===== src/rtl/uart_frac_baud_gen.sv =====
// -----------------------------------------------------------------------------
// uart_frac_baud_gen
//
// Two-channel (RX, TX) UART baud generator with a fractional divisor
// {int, frac}. The integer part is the base period in clocks. The fraction,
// in units of 1/2^FRAC_W clock, builds up in an accumulator. Its carry lengthens
// the following period by one clock. The mean tick period is therefore
// int + frac/2^FRAC_W clocks.
//
// Each channel produces an oversample tick (x_tick) and a per-bit tick
// (x_bit_tick) once every SAMPLE_RATE oversample ticks. On start_rx, RX bit
// ticks are phased to fall at bit centres. On start_tx, TX bit ticks are
// phased to fall at bit boundaries.
//
// A div_wr updates only the shadow divisor. Each channel copies the shadow into
// its active divisor at a period boundary (terminal count or start), so a
// period never changes length while it is running.
//
// Ports
//   clock        system clock
//   reset        synchronous, active-high
//   enable       1 = channels count, 0 = hold state and suppress ticks
//   div_wr       strobe: load div_int/div_frac into the shadow divisor
//   div_int      integer part of the period (legal >= 2)
//   div_frac     fractional part of the period
//   div_err      1-cycle pulse: div_wr rejected because div_int < 2
//   start_rx     realign the RX channel (start-bit edge)
//   start_tx     realign the TX channel (frame start)
//   rx_tick      RX oversample tick
//   rx_bit_tick  RX mid-bit tick, coincides with an rx_tick
//   tx_tick      TX oversample tick
//   tx_bit_tick  TX bit-boundary tick, coincides with a tx_tick
// -----------------------------------------------------------------------------
module uart_frac_baud_gen #(
    parameter int unsigned     CLK_HZ      = 25000000,
    parameter int unsigned     BAUD_RATE   = 9600,
    parameter int unsigned     SAMPLE_RATE = 16,
    parameter int unsigned     INT_W       = 16,
    parameter int unsigned     FRAC_W      = 4,
    parameter longint unsigned DEF_DIV     = (64'(CLK_HZ) << FRAC_W) / 64'(BAUD_RATE * SAMPLE_RATE)
) (
    input  logic              clock,
    input  logic              reset,
    input  logic              enable,
    input  logic              div_wr,
    input  logic [INT_W-1:0]  div_int,
    input  logic [FRAC_W-1:0] div_frac,
    output logic              div_err,
    input  logic              start_rx,
    input  logic              start_tx,
    output logic              rx_tick,
    output logic              rx_bit_tick,
    output logic              tx_tick,
    output logic              tx_bit_tick
);

    localparam int unsigned DIV_W = INT_W + FRAC_W;
    localparam int unsigned SUB_W = (SAMPLE_RATE > 2) ? $clog2(SAMPLE_RATE) : 1;

    localparam logic [DIV_W-1:0]  DEF_DIV_V  = DEF_DIV[DIV_W-1:0];
    localparam logic [INT_W-1:0]  DEF_INT    = DEF_DIV_V[DIV_W-1:FRAC_W];
    localparam logic [FRAC_W-1:0] DEF_FRAC   = DEF_DIV_V[FRAC_W-1:0];
    localparam logic [INT_W:0]    PERIOD_ONE = (INT_W+1)'(1);

    // ------------------------------------------------------------------
    // Shadow divisor shared by both channels
    // ------------------------------------------------------------------
    logic [INT_W-1:0]  shadow_int_reg;
    logic [FRAC_W-1:0] shadow_frac_reg;
    logic              div_err_reg;

    always_ff @(posedge clock) begin
        if (reset) begin
            shadow_int_reg  <= DEF_INT;
            shadow_frac_reg <= DEF_FRAC;
            div_err_reg     <= 1'b0;
        end else begin
            div_err_reg <= 1'b0;
            if (div_wr) begin
                if (div_int >= INT_W'(2)) begin
                    shadow_int_reg  <= div_int;
                    shadow_frac_reg <= div_frac;
                end else begin
                    div_err_reg <= 1'b1;
                end
            end
        end
    end

    assign div_err = div_err_reg;

    // ------------------------------------------------------------------
    // Channels: index 0 = RX, index 1 = TX
    // ------------------------------------------------------------------
    logic [1:0] start_vec;
    logic [1:0] tick_vec;
    logic [1:0] bit_tick_vec;

    assign start_vec = {start_tx, start_rx};

    genvar gi;
    generate
        for (gi = 0; gi < 2; gi++) begin : g_chan
            // RX presets the sub-counter half a bit ahead so that its bit tick
            // falls with oversample tick SAMPLE_RATE/2 (the bit centre).
            localparam logic [SUB_W-1:0] SUB_START =
                (gi == 0) ? SUB_W'(SAMPLE_RATE / 2) : '0;

            logic [INT_W-1:0]  cnt_reg;
            logic [FRAC_W-1:0] acc_reg;
            logic              ext_reg;
            logic [INT_W-1:0]  act_int_reg;
            logic [FRAC_W-1:0] act_frac_reg;
            logic [SUB_W-1:0]  sub_reg;
            logic              tick_reg;
            logic              bit_tick_reg;

            logic [INT_W:0]    period_last;
            logic              terminal;
            logic [FRAC_W:0]   acc_sum;
            logic              sub_last;

            // Last count of this period is act.int + ext - 1. The computation is
            // one bit wider than cnt, so int = 2^INT_W-1 with ext = 1 does not wrap.
            assign period_last = {1'b0, act_int_reg} + {{INT_W{1'b0}}, ext_reg} - PERIOD_ONE;
            assign terminal    = ({1'b0, cnt_reg} == period_last);
            assign acc_sum     = {1'b0, acc_reg} + {1'b0, act_frac_reg};
            assign sub_last    = (sub_reg == SUB_W'(SAMPLE_RATE - 1));

            always_ff @(posedge clock) begin
                if (reset) begin
                    cnt_reg      <= '0;
                    acc_reg      <= '0;
                    ext_reg      <= 1'b0;
                    act_int_reg  <= DEF_INT;
                    act_frac_reg <= DEF_FRAC;
                    sub_reg      <= '0;
                    tick_reg     <= 1'b0;
                    bit_tick_reg <= 1'b0;
                end else if (start_vec[gi]) begin
                    // Realign: a terminal count on this edge is discarded.
                    cnt_reg      <= '0;
                    acc_reg      <= '0;
                    ext_reg      <= 1'b0;
                    act_int_reg  <= shadow_int_reg;
                    act_frac_reg <= shadow_frac_reg;
                    sub_reg      <= SUB_START;
                    tick_reg     <= 1'b0;
                    bit_tick_reg <= 1'b0;
                end else if (!enable) begin
                    tick_reg     <= 1'b0;
                    bit_tick_reg <= 1'b0;
                end else if (terminal) begin
                    cnt_reg             <= '0;
                    tick_reg            <= 1'b1;
                    bit_tick_reg        <= sub_last;
                    {ext_reg, acc_reg}  <= acc_sum;
                    act_int_reg         <= shadow_int_reg;
                    act_frac_reg        <= shadow_frac_reg;
                    sub_reg             <= sub_last ? '0 : sub_reg + SUB_W'(1);
                end else begin
                    cnt_reg      <= cnt_reg + INT_W'(1);
                    tick_reg     <= 1'b0;
                    bit_tick_reg <= 1'b0;
                end
            end

            assign tick_vec[gi]     = tick_reg;
            assign bit_tick_vec[gi] = bit_tick_reg;
        end
    endgenerate

    assign rx_tick     = tick_vec[0];
    assign rx_bit_tick = bit_tick_vec[0];
    assign tx_tick     = tick_vec[1];
    assign tx_bit_tick = bit_tick_vec[1];

endmodule

===== config.mk =====
export PLATFORM = sky130hd
export DESIGN_NAME = uart_frac_baud_gen
export DESIGN_NICKNAME = d
export VERILOG_FILES = /design/src/rtl/uart_frac_baud_gen.sv
export SDC_FILE = /design/constraint.sdc
export NUM_CORES = 1
export LEC_CHECK = 0
export CAP_MARGIN = 10
export CORE_MARGIN = 5
export CORE_UTILIZATION = 56
export CTS_CLUSTER_SIZE = 14
export DETAILED_ROUTE_END_ITERATION = 16
export GPL_ROUTABILITY_DRIVEN = 0
export PLACE_DENSITY_LB_ADDON = 0.2
export SLEW_MARGIN = 15
export SYNTH_ARGS = -nofsm -noshare
export SYNTH_HDL_FRONTEND = slang
export SYNTH_SLANG_ARGS = --single-unit

===== constraint.sdc =====
create_clock -name clock -period 6.7 [get_ports clock]
set_clock_uncertainty 0.05 [all_clocks]
set_input_delay 1.34 -clock clock [delete_from_list [all_inputs] [get_ports clock]]
set_output_delay 1.34 -clock clock [all_outputs]
set_load 0.1 [all_outputs]

==> flow_metrics.tcl, run 1 <==
set metrics [dict create \
    initial_core_util_pct 57.4 \
    worstPathRequired_ns 6.92 \
    dp.cells 925 \
    clk_path_buf_depth 2 \
    synth.area.top_cells "dfxtp_1 (35%), nand2_1 (5.8%), mux2i_1 (5.5%), xnor2_1 (4.5%), xor2_1 (3.7%)" \
    postCtsSetupRepairBufs 0 \
    layout.cells.non_filler 957 \
    drive_above_1_share_pct 6.02 \
    post_cts_resized 0 \
    num-fill-cells 949 \
    syn-num-nets 850 \
    syn2layout_area_growth_pct 14.1 \
    setup_viol 0 \
    dieArea_um2 14100 \
    dp_hpwl_mm 11.5 \
    outcome "finished, final reports clean" \
    synth_top_area_share_pct 34.8 \
    dieWidth_um 119 \
    r2r_slack_ns 2.69 \
    synth_seq_cells 115 \
    routedWlPerCell_um 17.1 \
    crit_type "flop to flop" \
    ys.flop_type "dfxtp_1" \
    rsz0062_at_grt "false" \
    core_um2 11500 \
    detail-route-antenna-nets 0 \
    r2r-start "g_chan[1].act_int_reg[0]" \
    cts_buffers 17 \
    synth-edff-count 0 \
    cts_tree "done" \
    std_cell_rows 39 \
    leakage_uw 0.00279 \
    vias 6025 \
    min_period_ns 4.01 \
    maxSlewHeadroom_pct 29.3 \
    peakVddDrop_uv 142 \
    h-tree-depth 4 \
    timing.final.ws_setup_ns 2.69 \
    rr_worst_depth 10 \
    tightest_slew_ns 1.06 \
    clkSlewWorstSetupHoldPaths_ns 0.05 \
    p_per_area_nw_per_um2 252 \
    fp.dieH_um 119 \
    yosysSeqAreaShare_pct 34.8 \
    netlist_area_um2 6610 \
    cts_sinks 115 \
    vias_per_cell 6.30 \
    crit_path_start "g_chan[1].act_int_reg[0]" \
    fin_util_pct 65.5 \
    dp_slack_ns 2.45 \
    yosys_warnings 0 \
    layout_commonest_cell "dfxtp_1" \
    drt_iter0_drc 533 \
    crit_arrival_ns 4.23 \
    layout_common_cells "dfxtp_1 (115), nand2_1 (102), nor2_1 (62)" \
    endpoint "g_chan[1].cnt_reg[13]" \
    ys_async_sr_fraction_pct 0 \
    clock_latency_ns 0.42 \
    synth.distinct_cells 70 \
    gr-total-overflow 0 \
    antenna_found_initial 0 \
    rr_endpoint "g_chan[1].cnt_reg[13]" \
    grt_pass1_vias 5666 \
    drc 0 \
    fin_total_pwr_uw 1900 \
    fin_tns_setup_ns 0 \
    portBuffers 30 \
    cp_max_fo 16 \
    finalWirelength_mm 16.3 \
    avgSynthCellArea_um2 8.20 \
    grt_first_pass_wirelength_mm 27.2 \
    crit_path_end_kind "flop" \
    cts_root_buf "clkbuf_16" \
    synth_cells 806 \
    firstDrtPassIters 5 \
    hold_viol 0 \
    fin_crit_sh_pct 59.9 \
    maxSlewViolCount 0 \
    ctsHoldBuffers 0 \
    fmax_mhz 249 \
    max_cap_viol_count 0 \
    grtUsageTotal_pct 23.4 \
    diodes 0 \
    io-pin-count 31 \
    startpoint_type "flop" \
    nets 845 \
    grt_max_degree 53 \
    worstHoldPathType "flop to flop" \
    synth_top_area_cell "dfxtp_1" \
]
## power breakdown
| group | total (µW) | internal (µW) | switching [µW] |
|---|---|---|---|
| combinational | 163 | 66.0 | 96.7 |
| sequential | 729 | 704 | 25.8 |
| clock | 1010 | 689 | 323 |
| total | 1900 | 1460 | 446 |
## kinds of logic (layout without fill, tap and decap cells)
logic type / Yosys count / in the layout / share of synthesized area, %
xor gates and xnor gates: 62 / 62 / 8.21
and+or+nand+nor: 325 / 325 / 25.2
adders and majority gates: 18 / 18 / 3.63
muxes: 36 / 36 / 5.45
DFF: 115 / 115 / 34.8
buffers and inverters: 100 / 108 / 6.32
AOI/OAI and AO/OA: 150 / 150 / 16.3
## synth_stat cells (3+ instances only)
library cell / instances
dfxtp_1: 115
nand2_1: 102
nor2_1: 62
clkbuf_1: 45
inv_1: 37
mux2i_1: 36
a21oi_1: 35
nand3_1: 34
xnor2_1: 34
xor2_1: 28
or4_1: 22
o2111ai_1: 19
ha_1: 16
nor4_1: 16
nand4_1: 14
o21ai_0: 14
and3_1: 13
nor3_1: 13
o211ai_1: 13
o32a_1: 13
o21a_1: 9
or3_1: 9
a31oi_1: 8
buf_2: 7
nor2b_1: 7
a211o_1: 5
nor3b_1: 5
a211oi_1: 4
a21o_1: 4
buf_6: 4
nand3b_1: 4
and4_1: 3
buf_1: 3
clkinv_1: 3
nand4b_1: 3
o21bai_1: 3
## metrics by stage
| step | hold slack, ns | cell area (µm²) |
|---|---|---|
| floorplan | 0.389 | 6610 |
| global placement | 0.401 | 6870 |
| detailed placement | 0.416 | 6870 |
| CTS | 0.423 | 7540 |
| global route | 0.449 | 7540 |
| finish | 0.420 | 7540 |
## per-layer routing
layer	routed length, µm	track usage (%)	vias to the layer above
li1	-	-	2909
met1	7280	30.4	2904
met2	7830	37.9	187
met3	994	6.06	25
met4	248	8.04	0
met5	0	0	-
## final cells by class
class	instances	area [µm²]	share of cell area, %
clock buffer	20	467	6.19
clock inverter	12	201	2.67
inverter	40	150	1.99
multi-input combinational	591	3900	51.7
sequential	115	2300	30.5
tap	143	179	2.37
timing repair buffer	36	345	4.58
## worst min path at each step
stage | cells past startpoint | to | start | slack, ns
3_5_place_dp | 2 | g_chan[1].ext_reg | g_chan[1].ext_reg | 0.42
4_1_cts | 2 | g_chan[1].ext_reg | g_chan[1].ext_reg | 0.42
5_1_grt | 1 | g_chan[0].act_frac_reg[3] | g_chan[0].act_frac_reg[3] | 0.45
2_1_floorplan | 2 | g_chan[1].ext_reg | g_chan[1].ext_reg | 0.39
6_report | 2 | g_chan[1].ext_reg | g_chan[1].ext_reg | 0.42
3_3_place_gp | 2 | g_chan[1].acc_reg[3] | g_chan[1].acc_reg[3] | 0.40
## critical path, cell delays in order (launching register included)
cell and delay, ns:
dfxtp_1 0.31, inv_1 0.09, ha_1 0.22, ha_1 0.41, nor4b_2 0.47, nand4_1 0.25
xnor2_1 0.20, mux2i_1 0.17, nand4b_1 0.68, o21ai_1 0.88, nor2_1 0.12
Note: power is estimated with default switching activity, not from simulation.
==> run 2: changes to the inputs <==
- clock period: 6.7 -> 3.8 ns (I/O delays scaled with it)
==> flow_metrics.tcl, run 2 (synthesis gave the netlist of run 1 again) <==
set metrics [dict create \
    outcome "finished, final reports clean" \
    grt_first_pass_wirelength_mm 27.3 \
    fin_tns_setup_ns 0 \
    worstPathRequired_ns 4.11 \
    gr-total-overflow 0 \
    antenna_found_initial 0 \
    initial_core_util_pct 57.4 \
    dieWidth_um 119 \
    nets 853 \
    cts_tree "done" \
    postCtsSetupRepairBufs 0 \
    dp_hpwl_mm 11.3 \
    clock_latency_ns 0.42 \
    maxSlewHeadroom_pct 35.0 \
    rsz0062_at_grt "false" \
    startpoint_type "flop" \
    worstHoldPathType "flop to flop" \
    leakage_uw 0.00278 \
    hold_viol 0 \
    syn2layout_area_growth_pct 13.3 \
    layout_common_cells "dfxtp_1 (115), nand2_1 (102), nor2_1 (62)" \
    min_period_ns 3.44 \
    rr_worst_depth 10 \
    rr_endpoint "g_chan[1].act_int_reg[13]" \
    routedWlPerCell_um 17.0 \
    maxSlewViolCount 0 \
    vias_per_cell 6.27 \
    ctsHoldBuffers 0 \
    holdWs_ns 0.421 \
    fmax_mhz 291 \
    cts_sinks 115 \
    peakVddDrop_uv 301 \
    cp_max_fo 32 \
    hold_start "g_chan[1].acc_reg[0]" \
    post_cts_resized 0 \
    drc 0 \
    r2r_slack_ns 0.36 \
    finalWirelength_mm 16.4 \
    hold_path_depth 2 \
    hold_end "g_chan[1].acc_reg[0]" \
    layout.cells.non_filler 964 \
    cts_buffers 17 \
    detail-route-antenna-nets 0 \
    crit_type "flop to flop" \
    crit_path_end_kind "flop" \
    firstDrtPassIters 5 \
    vias 6041 \
    max_cap_viol_count 0 \
    layout_commonest_cell "dfxtp_1" \
    io-pin-count 31 \
    finalInstanceArea_um2 7490 \
    grt_max_degree 53 \
    core_um2 11500 \
    drive_above_1_share_pct 6.58 \
    dp.cells 933 \
    tightest_slew_ns 0.972 \
    h-tree-depth 4 \
    fin_crit_sh_pct 90.6 \
    grt_pass1_vias 5712 \
    cts_root_buf "clkbuf_16" \
    grtUsageTotal_pct 23.4 \
    dieArea_um2 14100 \
    fin_total_pwr_uw 3100 \
    clkSlewWorstSetupHoldPaths_ns 0.06 \
    crit_arrival_ns 3.75 \
    placed_cell_area_um2 6930 \
    drt_iter0_drc 392 \
    setup_viol 0 \
    clk_path_buf_depth 2 \
    portBuffers 30 \
    diodes 0 \
    r2r-start "g_chan[1].act_int_reg[0]" \
    p_per_area_nw_per_um2 414 \
    std_cell_rows 39 \
    fp.dieH_um 119 \
]
[run 2: worst max path at each step]
| stage | slack, ns | depth (start not counted) | endpoint | from |
|---|---|---|---|---|
| detailed placement | 0.44 | 10 | g_chan[1].act_int_reg[13] | g_chan[1].act_int_reg[0] |
| finish | 0.36 | 10 | g_chan[1].act_int_reg[13] | g_chan[1].act_int_reg[0] |
| CTS | 0.40 | 10 | g_chan[1].act_int_reg[13] | g_chan[1].act_int_reg[0] |
| global route | 0.06 | 10 | g_chan[1].acc_reg[3] | g_chan[1].act_int_reg[0] |
| global placement | 0.61 | 10 | g_chan[1].act_frac_reg[1] | g_chan[1].act_int_reg[0] |
| floorplan | 0.83 | 12 | g_chan[1].act_int_reg[14] | g_chan[1].act_int_reg[0] |
[run 2: layout make-up]
class                           instances  area, µm²
Clock buffer                           23        488
Clock inverter                          8       77.6
Fill cell                             943       4020
Inverter                               40        150
Multi-Input combinational cell        591       3890
Sequential cell                       115       2300
Tap cell                              143        179
Timing Repair Buffer                   44        405
[run 2: power breakdown]
part / switching, µW / internal (µW)
Clock: 561 / 961
Combinational: 170 / 121
Sequential: 45.2 / 1240
Total: 776 / 2320
[run 2: critical path, cell delays in order, from the launching register on]
cell	delay, ns
dfxtp_1	0.31
inv_1	0.07
ha_1	0.20
ha_1	0.36
nor4b_2	0.42
nand4_1	0.23
xnor2_1	0.19
mux2i_1	0.14
or4_4	0.72
or4_1	0.58
nand3_1	0.10
[run 2: per-stage QoR]
step	setup WS [ns]	utilization (%)
floorplan	0.830	-
global placement	0.614	60.2
detailed placement	0.436	60.2
CTS	0.399	65.1
global route	0.0608	65.1
finish	0.358	65.1
[run 2: routing by layer]
| metal | vias up | share of wire, % | global-route usage [%] |
|---|---|---|---|
| met4 | 0 | 1.6 | 9.05 |
| met3 | 25 | 5.3 | 5.92 |
| met1 | 2921 | 46 | 30.6 |
| li1 | 2905 | - | - |
| met2 | 190 | 47 | 37.3 |
| met5 | - | 0 | 0 |
==> variant (settings of run 1) <==
`CLK_HZ`: 25000000 -> 12500000.
--- a/src/rtl/uart_frac_baud_gen.sv
+++ b/src/rtl/uart_frac_baud_gen.sv
@@ -33,5 +33,5 @@
 // -----------------------------------------------------------------------------
 module uart_frac_baud_gen #(
-    parameter int unsigned     CLK_HZ      = 25000000,
+    parameter int unsigned     CLK_HZ      = 12500000,
     parameter int unsigned     BAUD_RATE   = 9600,
     parameter int unsigned     SAMPLE_RATE = 16,
Check against the original RTL: same outputs for any inputs over 4 cycles, from zero or initial values and one cycle with reset high; that may be too few to reach the edited logic, so the function may still have changed.
==> variant against run 1 <==
- sequential share of layout area increased by 2.3 points
- sequential cell count stayed put
- first-iteration DRC count down 45%
- total power decreased by 9.7%
- cell area down 7.1%
- synthesized area down 8.0%
- routed wire length decreased by 18%
- cell count is 9.6% lower
- setup slack improved by 0.22 ns
- largest power group unchanged
- highest routed layer unchanged
==> variant: results (changes against run 1) <==
[outcome]
status=finished clean

[detailed_routing]
wl_met1_mm=6.12  ; -16%
met3_length_microns=638  ; -36%
drt_iter0_drc=293  ; -45%
wl_met2_mm=6.18  ; -21%
num_vias=4974  ; -17%

[global_routing]
grt_first_pass_wirelength_mm=22.7  ; -17%
use_met3=0.0555  ; -0.00515
use_met2=0.345  ; -0.0336
grt_start_max_net_pins=86  ; +62%
grt_pass1_vias=4850  ; -14%
grtUsageTotal=0.216  ; -0.0182
grtUsageMet1=0.273  ; -0.0310

[logic_synthesis]
synthXorXnorAreaFrac=0.0973  ; +0.0152
synthAdderAreaFrac=0.0395  ; +0.00317
synth.area.mux_share=0.0893  ; +0.0348
yosysUniqueCellTypes=68  ; -2.9%
syn_nets=735  ; -14%
synth_compound_area_frac=0.105  ; -0.0584
yosys-top-cells-area=dfxtp_1 38%, mux2i_1 8.6%, nand2b_1 5.5%
synthTopCellsByCount=115 x dfxtp_1, 73 x nor2_1, 53 x nand2b_1
synth-main-ff-cell=dfxtp_1
ys_seq_area_frac=0.379  ; +0.0304
async_reset_ff_frac=0  ; unchanged

[cells_and_area]
fillers=927  ; -2.3%
nNetsFinal=756  ; -11%
drive_gt1_frac=0.0745  ; +0.0143

[placement]
dp_slack_ns=2.39  ; -0.0578 ns
place_area_sq_um=6420  ; -6.5%
dpl.hpwl_mm=9.79  ; -15%

[clock_tree]
clock_latency_ns=0.52  ; +0.10 ns

[power]
swShare=0.233  ; -0.00112
max-vdd-ir-drop_mv=0.160  ; +12%
leakage_nw=2.70  ; -3.0%

[worst_setup_path]
critPathMaxFanout=22  ; +6
max_stage_delay_ns=1.01  ; +0.13 ns
crit_slowest_cell=o21bai_1
critPathArrivalTime_ns=4.10  ; -0.13 ns

[variant: power groups by stage]
stage | sequential [W] | combinational, W | clock [W]
after floorplan | 0.000728 | 0.0000914 | 0
after global placement | 0.000734 | 0.000119 | 0
after detailed placement | 0.000735 | 0.000123 | 0
after CTS | 0.000721 | 0.000124 | 0.000888
after global routing | 0.000723 | 0.000138 | 0.000925
final | 0.000721 | 0.000124 | 0.000875
[variant: worst paths after layout]
kind	startpoint	end	slack, ns	depth (start not counted)
setup / recovery	g_chan[1].act_int_reg[2]$_SDFFE_PP0P_	g_chan[1].cnt_reg[12]$_SDFFE_PP0P_	2.91	7
hold reg to reg	shadow_int_reg[9]$_SDFFE_PP0P_	shadow_int_reg[9]$_SDFFE_PP0P_	0.41	2
setup reg to reg	g_chan[1].act_int_reg[2]$_SDFFE_PP0P_	g_chan[1].cnt_reg[12]$_SDFFE_PP0P_	2.91	7
hold / removal	shadow_int_reg[9]$_SDFFE_PP0P_	shadow_int_reg[9]$_SDFFE_PP0P_	0.41	2
[variant: per-stage QoR]
stage	total power (W)	cells	hold WS, ns
floorplan	0.000819	691	0.386
CTS	0.00173	865	0.408
finish	0.00172	865	0.406
detailed placement	0.000858	833	0.399
global placement	0.000853	833	0.399
global route	0.00179	865	0.419
[variant: area by class of cell]
type / instances / share of cell area
Timing Repair Buffer: 32 / 0.0443
Clock buffer: 21 / 0.0655
Inverter: 25 / 0.0134
Multi-Input combinational cell: 521 / 0.505
Sequential cell: 115 / 0.328
Clock inverter: 11 / 0.0180
Tap cell: 140 / 0.0250
